`config.mk`:
```
export PLATFORM = sky130hd
export DESIGN_NAME = data_mem_bridge
export DESIGN_NICKNAME = d
export VERILOG_FILES = /design/src/rtl/data_mem_bridge.sv
export SDC_FILE = /design/constraint.sdc
export NUM_CORES = 1
export LEC_CHECK = 0
export ABC_CLOCK_PERIOD_IN_PS = 2100
export BUFFER_PORTS_ARGS = -buffer_cell sky130_fd_sc_hd__buf_4
export CAP_MARGIN = 0
export CORE_AREA = 8 8 78 86
export DETAILED_ROUTE_END_ITERATION = 7
export DIE_AREA = 0 0 86 94
export HOLD_SLACK_MARGIN = 0.02
export PLACE_DENSITY = 0.76
export SLEW_MARGIN = 5
export SYNTH_ARGS = -nofsm -noshare
export SYNTH_HDL_FRONTEND = slang
export SYNTH_SLANG_ARGS = --single-unit
```
`constraint.sdc`:
```
create_clock -name Clock -period 2.1 [get_ports Clock]
set_input_delay 0.315 -clock Clock [delete_from_list [all_inputs] [get_ports Clock]]
set_output_delay 0.315 -clock Clock [all_outputs]
set_load 0.02 [all_outputs]
```
`src/rtl/data_mem_bridge.sv`:
```
// rtl/data_mem_bridge.sv - pipeline data-port to req/ack memory bridge with access timeout
module data_mem_bridge #(
  parameter int                    WORD_SIZE = 16,
  parameter int                    TIMEOUT   = 255,
  parameter logic [WORD_SIZE-1:0]  ERR_DATA  = 16'hDEAD
) (
  input  logic                 Clock,
  input  logic                 Reset,
  input  logic [WORD_SIZE-1:0] DataAddr,
  input  logic [WORD_SIZE-1:0] DataOut,
  input  logic                 ReadData,
  input  logic                 WriteData,
  output logic [WORD_SIZE-1:0] DataIn,
  output logic                 DataWaitreq,
  output logic [WORD_SIZE-1:0] MemAddr,
  output logic [WORD_SIZE-1:0] MemWData,
  output logic                 MemReq,
  output logic                 MemWe,
  input  logic                 MemAck,
  input  logic [WORD_SIZE-1:0] MemRData,
  output logic                 BusError
);

  localparam int             CW      = $clog2(TIMEOUT + 1);
  localparam logic [CW-1:0]  TO_LAST = CW'(TIMEOUT - 1);

  typedef enum logic [1:0] {IDLE, REQ, DONE} state_t;

  state_t        state, state_next;
  logic [CW-1:0] cnt;
  logic          access;
  logic          timed_out;

  assign access      = ReadData | WriteData;
  assign timed_out   = !MemAck && (cnt == TO_LAST);
  assign DataWaitreq = access && (state != DONE);

  always_ff @(posedge Clock) begin
    if (Reset) state <= IDLE;
    else       state <= state_next;
  end

  always_comb begin
    state_next = state;
    case (state)
      IDLE:    if (access) state_next = REQ;
      REQ:     if (MemAck || timed_out) state_next = DONE;
      DONE:    state_next = IDLE;
      default: state_next = IDLE;
    endcase
  end

  // Request fields are captured once in IDLE and held for the whole REQ phase.
  always_ff @(posedge Clock) begin
    if (Reset) begin
      MemAddr  <= '0;
      MemWData <= '0;
      MemWe    <= 1'b0;
      MemReq   <= 1'b0;
      DataIn   <= '0;
      BusError <= 1'b0;
      cnt      <= '0;
    end else begin
      case (state)
        IDLE: begin
          if (access) begin
            MemAddr  <= DataAddr;
            MemWData <= DataOut;
            MemWe    <= WriteData;
            MemReq   <= 1'b1;
            cnt      <= '0;
          end
        end
        REQ: begin
          if (MemAck) begin
            if (!MemWe) DataIn <= MemRData;
            MemReq <= 1'b0;
          end else if (timed_out) begin
            if (!MemWe) DataIn <= ERR_DATA;
            MemReq   <= 1'b0;
            BusError <= 1'b1;
          end else begin
            cnt <= cnt + 1'b1;
          end
        end
        default: ;
      endcase
    end
  end

endmodule
```
# --- Word level (Yosys, flattened, before mapping) ---
# Index checks and enable logic that the tools add are counted.
word_totals:
  elab_cells: 49
  register_bits: 61
  output_inout_bits: 52
op_classes:
  mux: 15
  n_reduce_logical: 13
  n_addsub: 1
  bitwise: 2
  eq_ne: 10
op_table:
  columns: ["operator", "n"]
  rows:
  - ["2-to-1 mux 16 bit", 4]
  - ["2-to-1 mux 8 bit", 3]
  - ["one-hot mux 8 bit (2 select lines)", 1]
  - ["!= test 2 bit, second input constant", 7]
  - ["adder 8 x 1 -> 8 bit, second input constant", 1]
  - ["equality test 8 bit, second input constant", 1]
  - ["AND reduction 4 bit", 2]
  - ["AND reduction 3 bit", 2]
  - ["2-to-1 mux 2 bit", 2]
  - ["one-hot mux 2 bit (2 select lines)", 1]
  - ["AND reduction 2 bit", 2]
  - ["nonzero test 2 bit", 2]
  - ["2-to-1 mux 1 bit", 3]
  - ["!= test 3 bit, second input constant", 1]
  - ["equality test 2 x 1 -> 1 bit, second input constant", 1]
  - ["logical AND 1 bit", 2]
  - ["logical NOT 2 bit", 1]
  - ["one-hot mux 1 bit (2 select lines)", 1]
  - ["logical NOT 1 bit", 1]
  - ["logical OR 1 bit", 1]
  - ["NOT 1 bit", 1]
  - ["bitwise OR 1 bit", 1]

# --- Depth between registers and ports, before layout ---
# Gate-level depths: netlist of run 1.
depth:
  depth_word: 5
  ltp_mapped: 7
  mapped_depth_nobuf: 6

# --- Worst setup path after synthesis of run 1 ---
# Ideal clock, no wire load.
synth_timing:
  path_kind: "reg-to-reg"
  start: "register cnt[0]"
  end: "register cnt[6]"
  arrival_ps: 1418
  path_stages_with_launch: 7
  path_buffers: 0
  synth_period_minus_slack_ps: 1513
  setup_ps: 95
  slack_ps: 587
  path_cell_list: "dfxtp_1 > inv_1 > ha_1 > nand4_1 > o21ai_2 > or4_1 > o311ai_1"
synth_via:
  elab_chain_cells: 4
synth_rtl:
  columns: ["item", "line", "text"]
  rows:
  - ["from (decl)", "30", "logic [CW-1:0] cnt;"]
  - ["from (signal assigned)", "83", "cnt <= cnt + 1'b1;"]
  - ["adder 8 x 1 -> 8 bit or equality test 8 bit (tied branches)", "83, 35", null]
  - ["2-to-1 mux 8 bit or logical AND 1 bit (tied branches)", "78, 35", null]
  - ["2-to-1 mux 8 bit or != test 2 bit (tied branches)", null, null]
  - ["one-hot mux 8 bit (2 select lines) or AND reduction 4 bit (tied branches)", null, null]
# Parallel ways exist; a longest one is shown, timed or not. The select of a mux whose other input is x is not followed.
# A chain may end at the register's enable or synchronous reset.

# --- Worst setup path in the final report of run 1 ---
layout_timing:
  start: "register state[0]"
  end: "register cnt[6]"
layout_via:
  elab_chain_cells: 3
layout_rtl:
  columns: ["item", "line", "text"]
  rows:
  - ["from (decl)", "29", "state_t state, state_next;"]
  - ["from (signal assigned)", "40", "else state <= state_next;"]
  - ["equality test 2 x 1 -> 1 bit or logical NOT 2 bit (tied branches)", "64", "case (state)"]
  - ["!= test 2 bit (no line) or nonzero test 2 bit (tied branches)", null, null]
  - ["AND reduction 4 bit (no line)", null, null]
# Parallel ways exist; a longest one is shown, timed or not.

==> results of run 1 <==
==> flip-flops by register name (all words and copies together) (netlist names) <==
name,flops
DataIn,16
MemAddr,16
MemReq,1
cnt,8
MemWe,1
BusError,1
state,2
MemWData,16
==> cell families (layout without fill, tap and decap cells) <==
group,after synthesis,in the layout,synth area share
flops,61,61,0.520
fa+ha+maj,2,2,0.0107
simple gates,119,119,0.230
xor+xnor,1,1,0.00373
compound gates,81,81,0.196
buf+inv,24,129,0.0405
==> worst paths after layout <==
kind | start | slack [ns] | to
worst max-delay path | state[0] | 0.43 | cnt[6]
worst max register to register | state[0] | 0.43 | cnt[6]
worst min register to register | MemWData[8] | 0.45 | MemWData[8]
worst min-delay path | DataOut[8] | 0.23 | MemWData[8]
==> cells in the final DEF (no fill, tap or decap), types with 3 or more instances in the layout <==
cell type / synthesis / final
sky130_fd_sc_hd__inv_1: 5 / 5
sky130_fd_sc_hd__a211oi_1: 6 / 6
sky130_fd_sc_hd__nor3_1: 12 / 12
sky130_fd_sc_hd__nor2_1: 16 / 16
sky130_fd_sc_hd__clkbuf_8: 0 / 10
sky130_fd_sc_hd__dfxtp_1: 61 / 61
sky130_fd_sc_hd__a21oi_1: 61 / 61
sky130_fd_sc_hd__clkbuf_1: 15 / 3
sky130_fd_sc_hd__nor2b_1: 3 / 3
sky130_fd_sc_hd__nand2_1: 68 / 68
sky130_fd_sc_hd__buf_4: 0 / 107
sky130_fd_sc_hd__nand3_1: 3 / 3
sky130_fd_sc_hd__or3_1: 4 / 4
==> cell usage after synthesis, types with 2 or more instances <==
master	instances
sky130_fd_sc_hd__o211ai_1	2
sky130_fd_sc_hd__a41oi_1	2
sky130_fd_sc_hd__a21oi_1	61
sky130_fd_sc_hd__nor2b_1	3
sky130_fd_sc_hd__dfxtp_1	61
sky130_fd_sc_hd__nand3_1	3
sky130_fd_sc_hd__a211oi_1	6
sky130_fd_sc_hd__or3_1	4
sky130_fd_sc_hd__nor3b_2	2
sky130_fd_sc_hd__nor2_1	16
sky130_fd_sc_hd__inv_1	5
sky130_fd_sc_hd__clkbuf_1	15
sky130_fd_sc_hd__nand2_1	68
sky130_fd_sc_hd__nand2b_1	2
sky130_fd_sc_hd__nor3_1	12
sky130_fd_sc_hd__ha_1	2
sky130_fd_sc_hd__buf_2	4
==> where the power goes <==
part	total [mW]	switching [mW]	leakage [nW]	internal, mW
combinational	0.543	0.305	0.873	0.238
sequential	1.28	0.0464	0.500	1.24
clock	1.14	0.431	0.108	0.705
==> worst reg2reg max path, cell delays in order (launching register included) <==
cell	delay, ns
sky130_fd_sc_hd__dfxtp_1	0.47
sky130_fd_sc_hd__nor3b_2	0.34
sky130_fd_sc_hd__o21ai_2	0.19
sky130_fd_sc_hd__or4_1	0.49
sky130_fd_sc_hd__o311ai_1	0.09
==> layout make-up <==
cell class,instances,area [um2],area share
flip-flops and latches,61,1220,0.358
multi-input cells,203,1040,0.304
repair buffers,108,823,0.241
clock buffers,13,149,0.0436
well taps,75,93.8,0.0275
clock inverters,3,68.8,0.0202
inverters,5,18.8,0.00550
==> metal layers <==
| layer | global-route usage | vias to the layer above |
|---|---|---|
| li1 | - | 1180 |
| met1 | 0.178 | 1064 |
| met2 | 0.279 | 71 |
| met3 | 0.0429 | 13 |
| met4 | 0.101 | 0 |
| met5 | 0 | - |
==> metrics.cfg, run 1 <==
[cts]
tritoncts=built
cts-buffers-inserted=9
clock_sink_count=61
postCtsResizedCells=0
cts.clk_slew.worst_paths_ns=0.06
ctsHtreeMaxLevel=3
ctsRootBufferMaster=sky130_fd_sc_hd__clkbuf_8
clkLatencyLatePin_ns=0.32
ctsLongestPathBuffers=2
holdBufCountCts=0
post_cts_buffers=0

[synthesis]
yosysWarnings=0
yosys_most_used_dff=sky130_fd_sc_hd__dfxtp_1
syn_area_per_cell_um2=8.15
yosys.area.top_type=sky130_fd_sc_hd__dfxtp_1
async_reset_ff_frac=0
synth_area_mm2=0.00235
synth_seq_cells=61
synth_largest_type_area_fraction=0.520
synthesis.nets=343
yosys.cell_types.count=37
netlist_top_cells_area=sky130_fd_sc_hd__dfxtp_1, sky130_fd_sc_hd__a21oi_1, sky130_fd_sc_hd__nand2_1
sequential_to_total_area_share_from_yosys_stat=0.520
syn_inst=288
synth_enable_flop_cells=0

[placement]
dpl-instance-area_mm2=0.00320
detailed_place_hpwl_mm=4.88
dpl.cell_count=452
pre_cts_ws_ns=0.458
place_congestion=0.857
port_buffers=104

[worst_setup_path]
cp-start-kind=flop
worstSetupPathType=reg2reg
critPathTopFamily=simple AND/OR/NAND/NOR gates
worst_r2r_path_depth=4
critical_path.cell_chain=nor3b_2, o21ai_2, or4_1, o311ai_1
critPathCaptureType=flop
path_depth=4
worstPathArrival_ns=1.90
required_ns=2.33
critical_path.slowest_cell=sky130_fd_sc_hd__or4_1
path_buf_inv=0
crit_path_max_fanout=9
slowest_delay_ns=0.49

[cells_and_area]
insertedDiodeCount=0
fin_util=0.645
nNetsFinal=443
syn_to_final_growth_pct=45.3
share_of_cells_above_drive_strength_1=0.318
final_design_area_no_fill_mm2=0.00341
stdcell_count=468
count_of_fill_cells_added_during_filler_insertion=459

[timing]
final_min_period_over_clock_period=0.793
timing.clock.skew_ns=0.00681
slew_violations=0
setup_viol_count_final=0
timing.max_slew.rel_slack=0.558
worstMarginPinSlew_ns=0.663
period_minus_slack_ns=1.67
fin_hold_ws_ns=0.231
rsz0062_at_grt=false
achievable-frequency_ghz=0.600
worst_slack_ns=0.434
final-hold-violation-count=0
setup-tns-final_ns=0

[pwr]
power.total_mw=2.96
cellPowerDensity_mw_per_mm2=868
max-vdd-ir-drop_mv=0.565
leakagePower_nw=1.48

[global_routing]
grt_first_pass_wirelength_mm=10.6
grt_usage=0.164
grt_max_degree=66
first_global_vias=2252
number_of_antenna_violations_at_the_first_check_in_global_routing=0
overflow=0

[routing]
detail_route.vias_per_cell=4.97
detail_route.wirelength.met1_mm=2.70
met2_length_mm=3.51
drt_iter0_markers=160
met3RoutedLength_um=363
drc_errors=0
routedWlPerCell_um=14.5
drt-total-wl_mm=6.76
highest_layer=met4
ant_nets=0
num_vias=2328
first_pass_iters=4

[die]
die_height_um=94
die_w_um=86
std_cell_rows=28
design.portCount=105
floorplan.initialDensity=0.444
fp.dieArea_mm2=0.00808
core_area_mm2=0.00529

[min_path]
min-delay-path-class=in2reg
whs_path_depth=3

[job]
drv.max_cap_violation_count=0

[status]
outcome=finished, final reports clean

Note: power is estimated with default switching activity, not from simulation.
==> run 2: changes to the inputs <==
Settings changed: ABC_CLOCK_PERIOD_IN_PS 2100 to 1500, CORE_AREA 8 8 78 86 to 8 8 81 90, DIE_AREA 0 0 86 94 to 0 0 89 98, PLACE_DENSITY 0.76 to 0.73.
Clock period 2.1 ns to 1.5 ns, I/O delays scaled along.
==> run 2 against run 1 <==
Largest cell class unchanged. Power rose by 32%. The flow now finishes with violations (negative setup slack). Final cell count rose by 7.5%. Largest power group unchanged. Worst setup slack got worse by 0.48 ns. Critical endpoint unchanged. Global-route usage fell by 0.48 points.
==> metrics.cfg, run 2 (synthesized netlist as in run 1, its figures left out) <==
[cts]
clock_sink_count=61
ctsRootBufferMaster=sky130_fd_sc_hd__clkbuf_8
cts-buffers-inserted=9
ctsLongestPathBuffers=2
tritoncts=built
ctsHtreeMaxLevel=3
clkLatencyLatePin_ns=0.33
cts.clk_slew.worst_paths_ns=0.07

[timing]
timing.clock.skew_ns=0.00760
timing.max_slew.rel_slack=0.761
achievable-frequency_ghz=0.647
period_minus_slack_ns=1.55
setup_viol_count_final=8
slew_violations=0
rsz0062_at_grt=true
final_min_period_over_clock_period=1.03
worst_slack_ns=-0.0460
worstMarginPinSlew_ns=0.358
final-hold-violation-count=0

[cells_and_area]
insertedDiodeCount=0
nNetsFinal=473
final_design_area_no_fill_mm2=0.00371
share_of_cells_above_drive_strength_1=0.409
layout.cells.most_common=sky130_fd_sc_hd__buf_4
mostFrequentLayoutCells=sky130_fd_sc_hd__buf_4, sky130_fd_sc_hd__nand2_1, sky130_fd_sc_hd__dfxtp_1
syn_to_final_growth_pct=57.8
largest_registers=DataIn: 16 flops, MemAddr: 16 flops, MemWData: 16 flops
count_of_fill_cells_added_during_filler_insertion=536

[worst_setup_path]
cp-start-kind=flop
crit_path_max_fanout=3
critPathTopFamily=simple AND/OR/NAND/NOR gates
required_ns=1.74
worstReg2RegStart=cnt[1]
crit_path_start=cnt[1]
slowest_delay_ns=0.42
path_buf_inv=1
worstSetupPathType=reg2reg
critPathCaptureType=flop
path_depth=5
critical_path.slowest_cell=sky130_fd_sc_hd__or4_4
worst_r2r_path_depth=5
critical_path.cell_chain=ha_4, inv_1, or3_4, or4_4, o311ai_2
worstPathArrival_ns=1.78

[min_path]
hp-start=DataAddr[10]
whs_path_depth=3
min-delay-path-class=in2reg

[routing]
drc_errors=0
num_vias=2448
drt_iter0_markers=133
drt-total-wl_mm=7.10
routedWlPerCell_um=14.1
first_pass_iters=4
ant_nets=0
detail_route.vias_per_cell=4.87

[global_routing]
grt_first_pass_wirelength_mm=10.8
overflow=0
grt_max_degree=36
grt_usage=0.159
first_global_vias=2255
number_of_antenna_violations_at_the_first_check_in_global_routing=0

[die]
die_w_um=89
floorplan.initialDensity=0.396
design.portCount=105
die_height_um=98
core_area_mm2=0.00593
fp.dieArea_mm2=0.00872
std_cell_rows=30

[job]
drv.max_cap_violation_count=0

[placement]
place_congestion=0.855
detailed_place_hpwl_mm=4.97
port_buffers=104
dpl-instance-area_mm2=0.00340

[status]
outcome=finished, violations left
failed_checks=negative setup slack

[pwr]
max-vdd-ir-drop_mv=0.584
leakagePower_nw=1.63
cellPowerDensity_mw_per_mm2=1050
power.total_mw=3.91

[run 2: cell types whose count changed in the layout (fill, tap and decap cells not counted), sizes merged]
cell	previous run	this run
clkinvlp	0	1
clkinv	1	2
bufinv	2	0
buf	108	138
[run 2: worst paths after layout]
path                       to  slack (ns)
hold reg to reg   MemAddr[15]        0.45
setup reg to reg       cnt[6]       -0.05
setup / recovery       cnt[6]       -0.05
hold / removal    MemAddr[10]        0.13
[run 2: area by class of cell]
class | instances | area (um2) | area share
tap | 80 | 100 | 0.0270
sequential | 61 | 1230 | 0.332
clock buffer | 13 | 149 | 0.0402
timing repair buffer | 138 | 1060 | 0.287
clock inverter | 3 | 21.3 | 0.00574
inverter | 5 | 21.3 | 0.00574
multi-input combinational | 203 | 1120 | 0.302
[run 2: worst min-delay path, cell delays in order]
cell and delay [ns]:
sky130_fd_sc_hd__buf_4 0.11, sky130_fd_sc_hd__nand2_1 0.04, sky130_fd_sc_hd__a21oi_1 0.05
[run 2: routing by layer]
layer | up-vias | GRT usage | share of wire
li1 | 1247 | - | -
met1 | 1118 | 0.179 | 0.41
met2 | 69 | 0.252 | 0.51
met3 | 14 | 0.0504 | 0.054
met4 | 0 | 0.0949 | 0.026
met5 | - | 0 | 0
[run 2: stage by stage]
step / worst slack (ns) / cells / TNS [ns] / hold slack [ns] / utilization
global placement: -0.0157 / 483 / -0.0157 / 0.443 / 0.573
detailed placement: -0.0730 / 483 / -0.115 / 0.449 / 0.573
floorplan: 0.00219 / 288 / 0 / 0.361 / -
finish: -0.0460 / 503 / -0.148 / 0.131 / 0.625
global route: -0.114 / 503 / -1.59 / 0.114 / 0.625
CTS: -0.0348 / 501 / -0.0348 / 0.115 / 0.605
[run 2: repair_timing]
| item | 4_1_cts | 5_1_grt |
|---|---|---|
| resized for setup | 3 | 28 |
| pin swaps | 0 | 17 |
| buffers inserted | 2 | 1 |
| setup endpoints to repair | 5 | 27 |
| hold buffers | 0 | 0 |
| gates cloned | 0 | 1 |
[run 2: power breakdown]
part,switching [mW],internal (mW),total (mW)
combinational,0.452,0.395,0.847
sequential,0.0694,1.73,1.80
clock,0.619,0.646,1.27
